## src/rtl/pulse_param_rx_pkg.sv

```systemverilog
// Shared constants for the pulse-parameter UART link: frame header, address map,
// parser/receiver state encodings and power-on register defaults.
package pulse_param_rx_pkg;

    localparam logic [7:0] FRAME_HEADER = 8'hAA;

    localparam logic [7:0] ADDR_PER   = 8'd0;
    localparam logic [7:0] ADDR_P1WID = 8'd1;
    localparam logic [7:0] ADDR_DEL   = 8'd2;
    localparam logic [7:0] ADDR_P2WID = 8'd3;
    localparam logic [7:0] ADDR_FLAGS = 8'd4;

    localparam logic [23:0] DEF_PER   = 24'd10000;
    localparam logic [15:0] DEF_P1WID = 16'd15;
    localparam logic [15:0] DEF_DEL   = 16'd100;
    localparam logic [15:0] DEF_P2WID = 16'd30;
    localparam logic        DEF_CP    = 1'b1;
    localparam logic        DEF_BL    = 1'b1;

    typedef enum logic [2:0] {
        P_IDLE, P_ADDR, P_D0, P_D1, P_D2, P_CHK
    } parser_state_t;

    typedef enum logic [1:0] {
        RX_IDLE, RX_START, RX_DATA, RX_STOP
    } rx_state_t;

endpackage

```

## src/rtl/pulse_param_rx_uart_rx_byte.sv

```systemverilog
// 8N1 byte receiver: 2-FF synchronizer, falling-edge start detect, mid-bit sampling.
// byte_valid / stop_err are one-cycle strobes; byte_data holds the last assembled byte.
module uart_rx_byte
    import pulse_param_rx_pkg::*;
#(
    parameter int CLKS_PER_BIT = 104
) (
    input  logic       clk,
    input  logic       rst_n,
    input  logic       rxd,
    output logic       byte_valid,
    output logic [7:0] byte_data,
    output logic       stop_err
);
    localparam int CW   = $clog2(CLKS_PER_BIT);
    localparam int HALF = CLKS_PER_BIT / 2;

    rx_state_t   state_reg, state_next;
    logic [CW-1:0] cnt_reg, cnt_next;
    logic [2:0]  bit_reg, bit_next;
    logic [7:0]  shift_reg, shift_next;
    logic        valid_reg, valid_next;
    logic        err_reg, err_next;
    logic        sync1_reg, sync2_reg, prev_reg;
    logic        fall;

    assign fall = prev_reg & ~sync2_reg;

    always_ff @(posedge clk or negedge rst_n) begin
        if (!rst_n) begin
            state_reg <= RX_IDLE;
            cnt_reg   <= '0;
            bit_reg   <= '0;
            shift_reg <= '0;
            valid_reg <= 1'b0;
            err_reg   <= 1'b0;
            sync1_reg <= 1'b1;
            sync2_reg <= 1'b1;
            prev_reg  <= 1'b1;
        end else begin
            state_reg <= state_next;
            cnt_reg   <= cnt_next;
            bit_reg   <= bit_next;
            shift_reg <= shift_next;
            valid_reg <= valid_next;
            err_reg   <= err_next;
            sync1_reg <= rxd;
            sync2_reg <= sync1_reg;
            prev_reg  <= sync2_reg;
        end
    end

    always_comb begin
        state_next = state_reg;
        cnt_next   = cnt_reg + CW'(1);
        bit_next   = bit_reg;
        shift_next = shift_reg;
        valid_next = 1'b0;
        err_next   = 1'b0;
        case (state_reg)
            RX_IDLE: begin
                cnt_next = '0;
                if (fall) state_next = RX_START;
            end
            RX_START: begin
                // A line that is high again at mid start bit was only a glitch.
                if (cnt_reg == CW'(HALF - 1)) begin
                    cnt_next   = '0;
                    bit_next   = '0;
                    state_next = sync2_reg ? RX_IDLE : RX_DATA;
                end
            end
            RX_DATA: begin
                if (cnt_reg == CW'(CLKS_PER_BIT - 1)) begin
                    cnt_next   = '0;
                    shift_next = {sync2_reg, shift_reg[7:1]};
                    bit_next   = bit_reg + 3'd1;
                    if (bit_reg == 3'd7) state_next = RX_STOP;
                end
            end
            RX_STOP: begin
                if (cnt_reg == CW'(CLKS_PER_BIT - 1)) begin
                    cnt_next   = '0;
                    state_next = RX_IDLE;
                    valid_next = sync2_reg;
                    err_next   = ~sync2_reg;
                end
            end
            default: state_next = RX_IDLE;
        endcase
    end

    assign byte_valid = valid_reg;
    assign byte_data  = shift_reg;
    assign stop_err   = err_reg;

endmodule

```

## src/rtl/pulse_param_rx.sv

```systemverilog
// Host command receiver for the pulse generator: parses AA/ADDR/D0/D1/D2/CHK frames
// and atomically updates the selected parameter register.
module pulse_param_rx
    import pulse_param_rx_pkg::*;
#(
    parameter int CLKS_PER_BIT = 104,
    parameter int TIMEOUT_CLKS = 24000
) (
    input  logic        clk,
    input  logic        reset_n,
    input  logic        rxd,
    output logic [23:0] per,
    output logic [15:0] p1wid,
    output logic [15:0] del,
    output logic [15:0] p2wid,
    output logic        cp,
    output logic        bl,
    output logic        rx_done,
    output logic        frame_err
);
    localparam int TW = $clog2(TIMEOUT_CLKS + 1);

    logic [1:0] rst_sync_reg;
    logic       rst_n_int;

    // Assert asynchronously, release on clk so no flop sees a runt recovery edge.
    always_ff @(posedge clk or negedge reset_n) begin
        if (!reset_n) rst_sync_reg <= 2'b00;
        else          rst_sync_reg <= {rst_sync_reg[0], 1'b1};
    end
    assign rst_n_int = rst_sync_reg[1];

    logic       byte_valid, stop_err;
    logic [7:0] byte_data;

    uart_rx_byte #(.CLKS_PER_BIT(CLKS_PER_BIT)) u_rx (
        .clk        (clk),
        .rst_n      (rst_n_int),
        .rxd        (rxd),
        .byte_valid (byte_valid),
        .byte_data  (byte_data),
        .stop_err   (stop_err)
    );

    parser_state_t state_reg, state_next;
    logic [7:0]    addr_reg, addr_next, d0_reg, d0_next, d1_reg, d1_next, d2_reg, d2_next;
    logic [TW-1:0] tmo_cnt_reg;
    logic          done_reg, done_next, err_reg, err_next, wr_en, tmo_hit;
    logic [23:0]   per_reg;
    logic [15:0]   p1wid_reg, del_reg, p2wid_reg;
    logic          cp_reg, bl_reg;

    assign tmo_hit = (state_reg != P_IDLE) && (tmo_cnt_reg == TW'(TIMEOUT_CLKS - 1));

    always_ff @(posedge clk or negedge rst_n_int) begin
        if (!rst_n_int) begin
            state_reg   <= P_IDLE;
            addr_reg    <= '0;
            d0_reg      <= '0;
            d1_reg      <= '0;
            d2_reg      <= '0;
            tmo_cnt_reg <= '0;
            done_reg    <= 1'b0;
            err_reg     <= 1'b0;
        end else begin
            state_reg   <= state_next;
            addr_reg    <= addr_next;
            d0_reg      <= d0_next;
            d1_reg      <= d1_next;
            d2_reg      <= d2_next;
            done_reg    <= done_next;
            err_reg     <= err_next;
            if (byte_valid || state_reg == P_IDLE) tmo_cnt_reg <= '0;
            else                                   tmo_cnt_reg <= tmo_cnt_reg + TW'(1);
        end
    end

    // A byte arriving on the expiry cycle takes precedence over the timeout.
    always_comb begin
        state_next = state_reg;
        addr_next  = addr_reg;
        d0_next    = d0_reg;
        d1_next    = d1_reg;
        d2_next    = d2_reg;
        done_next  = 1'b0;
        err_next   = 1'b0;
        wr_en      = 1'b0;
        if (stop_err) begin
            state_next = P_IDLE;
            err_next   = 1'b1;
        end else if (byte_valid) begin
            case (state_reg)
                P_IDLE: if (byte_data == FRAME_HEADER) state_next = P_ADDR;
                P_ADDR: begin addr_next = byte_data; state_next = P_D0; end
                P_D0:   begin d0_next   = byte_data; state_next = P_D1; end
                P_D1:   begin d1_next   = byte_data; state_next = P_D2; end
                P_D2:   begin d2_next   = byte_data; state_next = P_CHK; end
                P_CHK: begin
                    state_next = P_IDLE;
                    if (byte_data == (addr_reg ^ d0_reg ^ d1_reg ^ d2_reg) && addr_reg <= ADDR_FLAGS) begin
                        wr_en     = 1'b1;
                        done_next = 1'b1;
                    end else begin
                        err_next  = 1'b1;
                    end
                end
                default: state_next = P_IDLE;
            endcase
        end else if (tmo_hit) begin
            state_next = P_IDLE;
            err_next   = 1'b1;
        end
    end

    always_ff @(posedge clk or negedge rst_n_int) begin
        if (!rst_n_int) begin
            per_reg   <= DEF_PER;
            p1wid_reg <= DEF_P1WID;
            del_reg   <= DEF_DEL;
            p2wid_reg <= DEF_P2WID;
            cp_reg    <= DEF_CP;
            bl_reg    <= DEF_BL;
        end else if (wr_en) begin
            case (addr_reg)
                ADDR_PER:   per_reg   <= {d2_reg, d1_reg, d0_reg};
                ADDR_P1WID: p1wid_reg <= {d1_reg, d0_reg};
                ADDR_DEL:   del_reg   <= {d1_reg, d0_reg};
                ADDR_P2WID: p2wid_reg <= {d1_reg, d0_reg};
                ADDR_FLAGS: begin cp_reg <= d0_reg[0]; bl_reg <= d0_reg[1]; end
                default: ;
            endcase
        end
    end

    assign per       = per_reg;
    assign p1wid     = p1wid_reg;
    assign del       = del_reg;
    assign p2wid     = p2wid_reg;
    assign cp        = cp_reg;
    assign bl        = bl_reg;
    assign rx_done   = done_reg;
    assign frame_err = err_reg;

endmodule

```

## config.mk

```make
export PLATFORM = sky130hd
export DESIGN_NAME = pulse_param_rx
export DESIGN_NICKNAME = d
export VERILOG_FILES = /design/src/rtl/pulse_param_rx_pkg.sv /design/src/rtl/pulse_param_rx_uart_rx_byte.sv /design/src/rtl/pulse_param_rx.sv
export SDC_FILE = /design/constraint.sdc
export NUM_CORES = 1
export LEC_CHECK = 0
export BUFFER_PORTS_ARGS = -buffer_cell sky130_fd_sc_hd__buf_2
export CAP_MARGIN = 10
export CORE_MARGIN = 10
export CORE_UTILIZATION = 45
export CTS_CLUSTER_DIAMETER = 40
export DETAILED_ROUTE_END_ITERATION = 10
export GPL_TIMING_DRIVEN = 0
export PLACE_DENSITY = 0.71
export SYNTH_ARGS = -nofsm -noshare
export SYNTH_HDL_FRONTEND = slang
export SYNTH_SLANG_ARGS = --single-unit
```

## constraint.sdc

```tcl
create_clock -name clk -period 10.8 [get_ports clk]
set_clock_uncertainty 0.2 [all_clocks]
set_input_delay 2.16 -clock clk [delete_from_list [all_inputs] [get_ports clk]]
set_output_delay 2.16 -clock clk [all_outputs]
set_load 0.1 [all_outputs]
```

==> impl_metrics.env <==
export IMPL_post_route_min_period_ns=3.75
export IMPL_rsz0062_at_grt="false"
export IMPL_start_util_pct=45.5
export IMPL_antenna_cells=0
export IMPL_cp_top_family="flip-flops"
export IMPL_outcome="complete, no violations"
export IMPL_overflow=0
export IMPL_cp_start_kind="register"
export IMPL_synth_edf_count=0
export IMPL_ys_seq_elements=153
export IMPL_clockBufferDepth=2
export IMPL_fin_ws_ns=7.05
export IMPL_htreeDepth=4
export IMPL_final_antenna_net_count=0
export IMPL_synth_nets=489
export IMPL_cp_slowest_cell="dfstp_2"
export IMPL_max_freq_ghz=0.267
export IMPL_place_detailed_hpwl_mm=9.38
export IMPL_grt_usage_pct=13.3
export IMPL_cp_endpoint="del[6]"
export IMPL_synth_area_um2=6840
export IMPL_drv_slew=0
export IMPL_numCtsBuffers=17
export IMPL_dr_total_vias=3992
export IMPL_grt_first_pass_wirelength_mm=21.4
export IMPL_path_class="reg2out"
export IMPL_rows=45
export IMPL_path_clk_slew_ns=0.06
export IMPL_drt_pass1_iterations=4
export IMPL_max_cap_violations=0
export IMPL_whs_ns=0.0874
export IMPL_end_kind="output port"
export IMPL_post_cts_repair_setup_buffers=0
export IMPL_max_slew_margin_pct=47.4
export IMPL_p_per_area_nw_per_um2=153
export IMPL_place_ws_ns=7.49
export IMPL_syn_inst=478
export IMPL_leakagePower_nw=4.19
export IMPL_io_pins=79
export IMPL_clock_latency_ns=0.42
export IMPL_slowest_delay_ns=0.54
export IMPL_critPathMaxFanout=2
export IMPL_finalCritPeriodShare_pct=34.7
export IMPL_syn_to_final_growth_pct=18.9
export IMPL_first_iter_violations=200
export IMPL_ys_seq_area_share_pct=56.3
export IMPL_hold_class="reg2async"
export IMPL_avgSynthCellArea_um2=14.3
export IMPL_antenna_found_initial=0
export IMPL_grt_pass1_vias=4024
export IMPL_path_cells="buf_2"
export IMPL_fillers=1195
export IMPL_r2r_end="del[10]"
export IMPL_tns_ns=0
export IMPL_core_um2=15000
export IMPL_grt_max_degree=74
export IMPL_wl_per_cell_um=16.8
export IMPL_viasPerCell=5.12
export IMPL_drc=0
export IMPL_die_h_um=143
export IMPL_drive_gt1_share_pct=44.3
export IMPL_clock_sinks=153
export IMPL_cts_tree="built"
export IMPL_die_area_um2=20500
export IMPL_die_width_um=143
export IMPL_worstPathRequired_ns=8.44
export IMPL_largest_reg_flops=24
export IMPL_gp_congestion=0.835
export IMPL_peakVddDrop_uv=119
export IMPL_yosys_most_used_dff="dfrtp_1"
export IMPL_synth_warnings=0
export IMPL_critPathBufInv=1
export IMPL_port_buffers=78
export IMPL_cp_arrival_ns=1.39
export IMPL_final_hold_violation_count=0
export IMPL_layout_nets=590
export IMPL_utilization_pct=54.1
export IMPL_synth_cell_types=46
export IMPL_postSynth_asyncResetShare_pct=100
export IMPL_final_setup_viol_count=0
export IMPL_crit_cells=1
export IMPL_reg2reg_depth=6
export IMPL_tightest_slew_ns=0.783
export IMPL_rrSetupSlack_ns=7.72
export IMPL_reg2reg_from="u_rx.byte_data[3]"
export IMPL_startpoint="del[6]"
export IMPL_cts_root_buffer="clkbuf_16"
export IMPL_drt_wl_total_mm=13.1
## worst min-delay path by stage
stage                           end  slack [ns]  cells past startpoint
floorplan           rst_sync_reg[1]        0.13                      0
global route         u_rx.sync1_reg        0.09                      0
CTS                  u_rx.sync1_reg        0.09                      0
finish               u_rx.sync1_reg        0.09                      0
detailed placement  u_rx.cnt_reg[2]       -0.05                      0
global placement    rst_sync_reg[1]        0.14                      0
## cell families after synthesis
family,Yosys count,synth area share [%]
flip-flops,153,56.3
multiplexers,114,21.5
AND/OR/NAND/NOR,112,9.55
XOR/XNOR,42,6.78
AO/OA/AOI/OAI,24,2.38
buffers and inverters,24,1.88
adder cells (fa/ha/maj),8,1.46
other,1,0.0548
## area by class of cell
type                            instances  area, um2  share of cell area (%)
Timing Repair Buffer                   82        460                    5.66
Sequential cell                       153       3860                    47.4
Multi-Input combinational cell        301       2860                    35.1
Tap cell                              188        235                    2.89
Buffer                                 14       91.3                    1.12
Inverter                               10       37.5                   0.461
Clock inverter                         13        143                    1.75
Clock buffer                           19        453                    5.57
## Yosys cell counts, types with 8 or more instances
cell / number / area, um2
mux2_4: 50 / 751
ha_1: 8 / 100
dfrtp_1: 132 / 3300
mux2_2: 63 / 709
nand2_1: 20 / 75.1
xor2_1: 19 / 166
inv_1: 10 / 37.5
nor2_1: 40 / 150
clkbuf_1: 8 / 30.0
xnor2_1: 16 / 140
nand3_1: 12 / 60.1
dfstp_2: 21 / 552
## per-stage QoR
stage	cells	cell area (um2)	total power, mW
after floorplan	478	6840	0.652
after global routing	780	8140	1.30
final	780	8140	1.25
after detailed placement	747	7530	0.672
after global placement	744	7470	0.665
after CTS	780	8140	1.26
## power breakdown
part           internal [mW]  switching, mW  leakage [nW]
clock network          0.354          0.233         0.290
logic                 0.0252         0.0464          1.85
registers              0.582        0.00712          2.05
## repair_timing
item / CTS / global route
endpoints found under the hold margin: 7 / 0
hold buffers: 1 / 0
resized for setup: 0 / 0
## metal layers
| layer | wire length (um) | vias up | global-route usage, % |
|---|---|---|---|
| li1 | - | 1881 | - |
| met1 | 5970 | 2019 | 16.5 |
| met2 | 6220 | 72 | 21.3 |
| met3 | 662 | 20 | 3.73 |
| met4 | 229 | 0 | 5.43 |
| met5 | 0 | - | 0 |
## cells in the final DEF (no fill, tap or decap), types with 7 or more instances in the layout
cell type,n
dfrtp_1,131
buf_2,80
mux2_2,63
mux2_4,50
nor2_1,40
dfstp_2,21
nand2_1,20
xor2_1,19
clkbuf_16,17
xnor2_1,16
nand3_1,12
inv_1,10
clkbuf_1,8
ha_1,8
o21ai_0,7
xnor3_1,7
No activity file was read; power rests on OpenSTA's default activity.
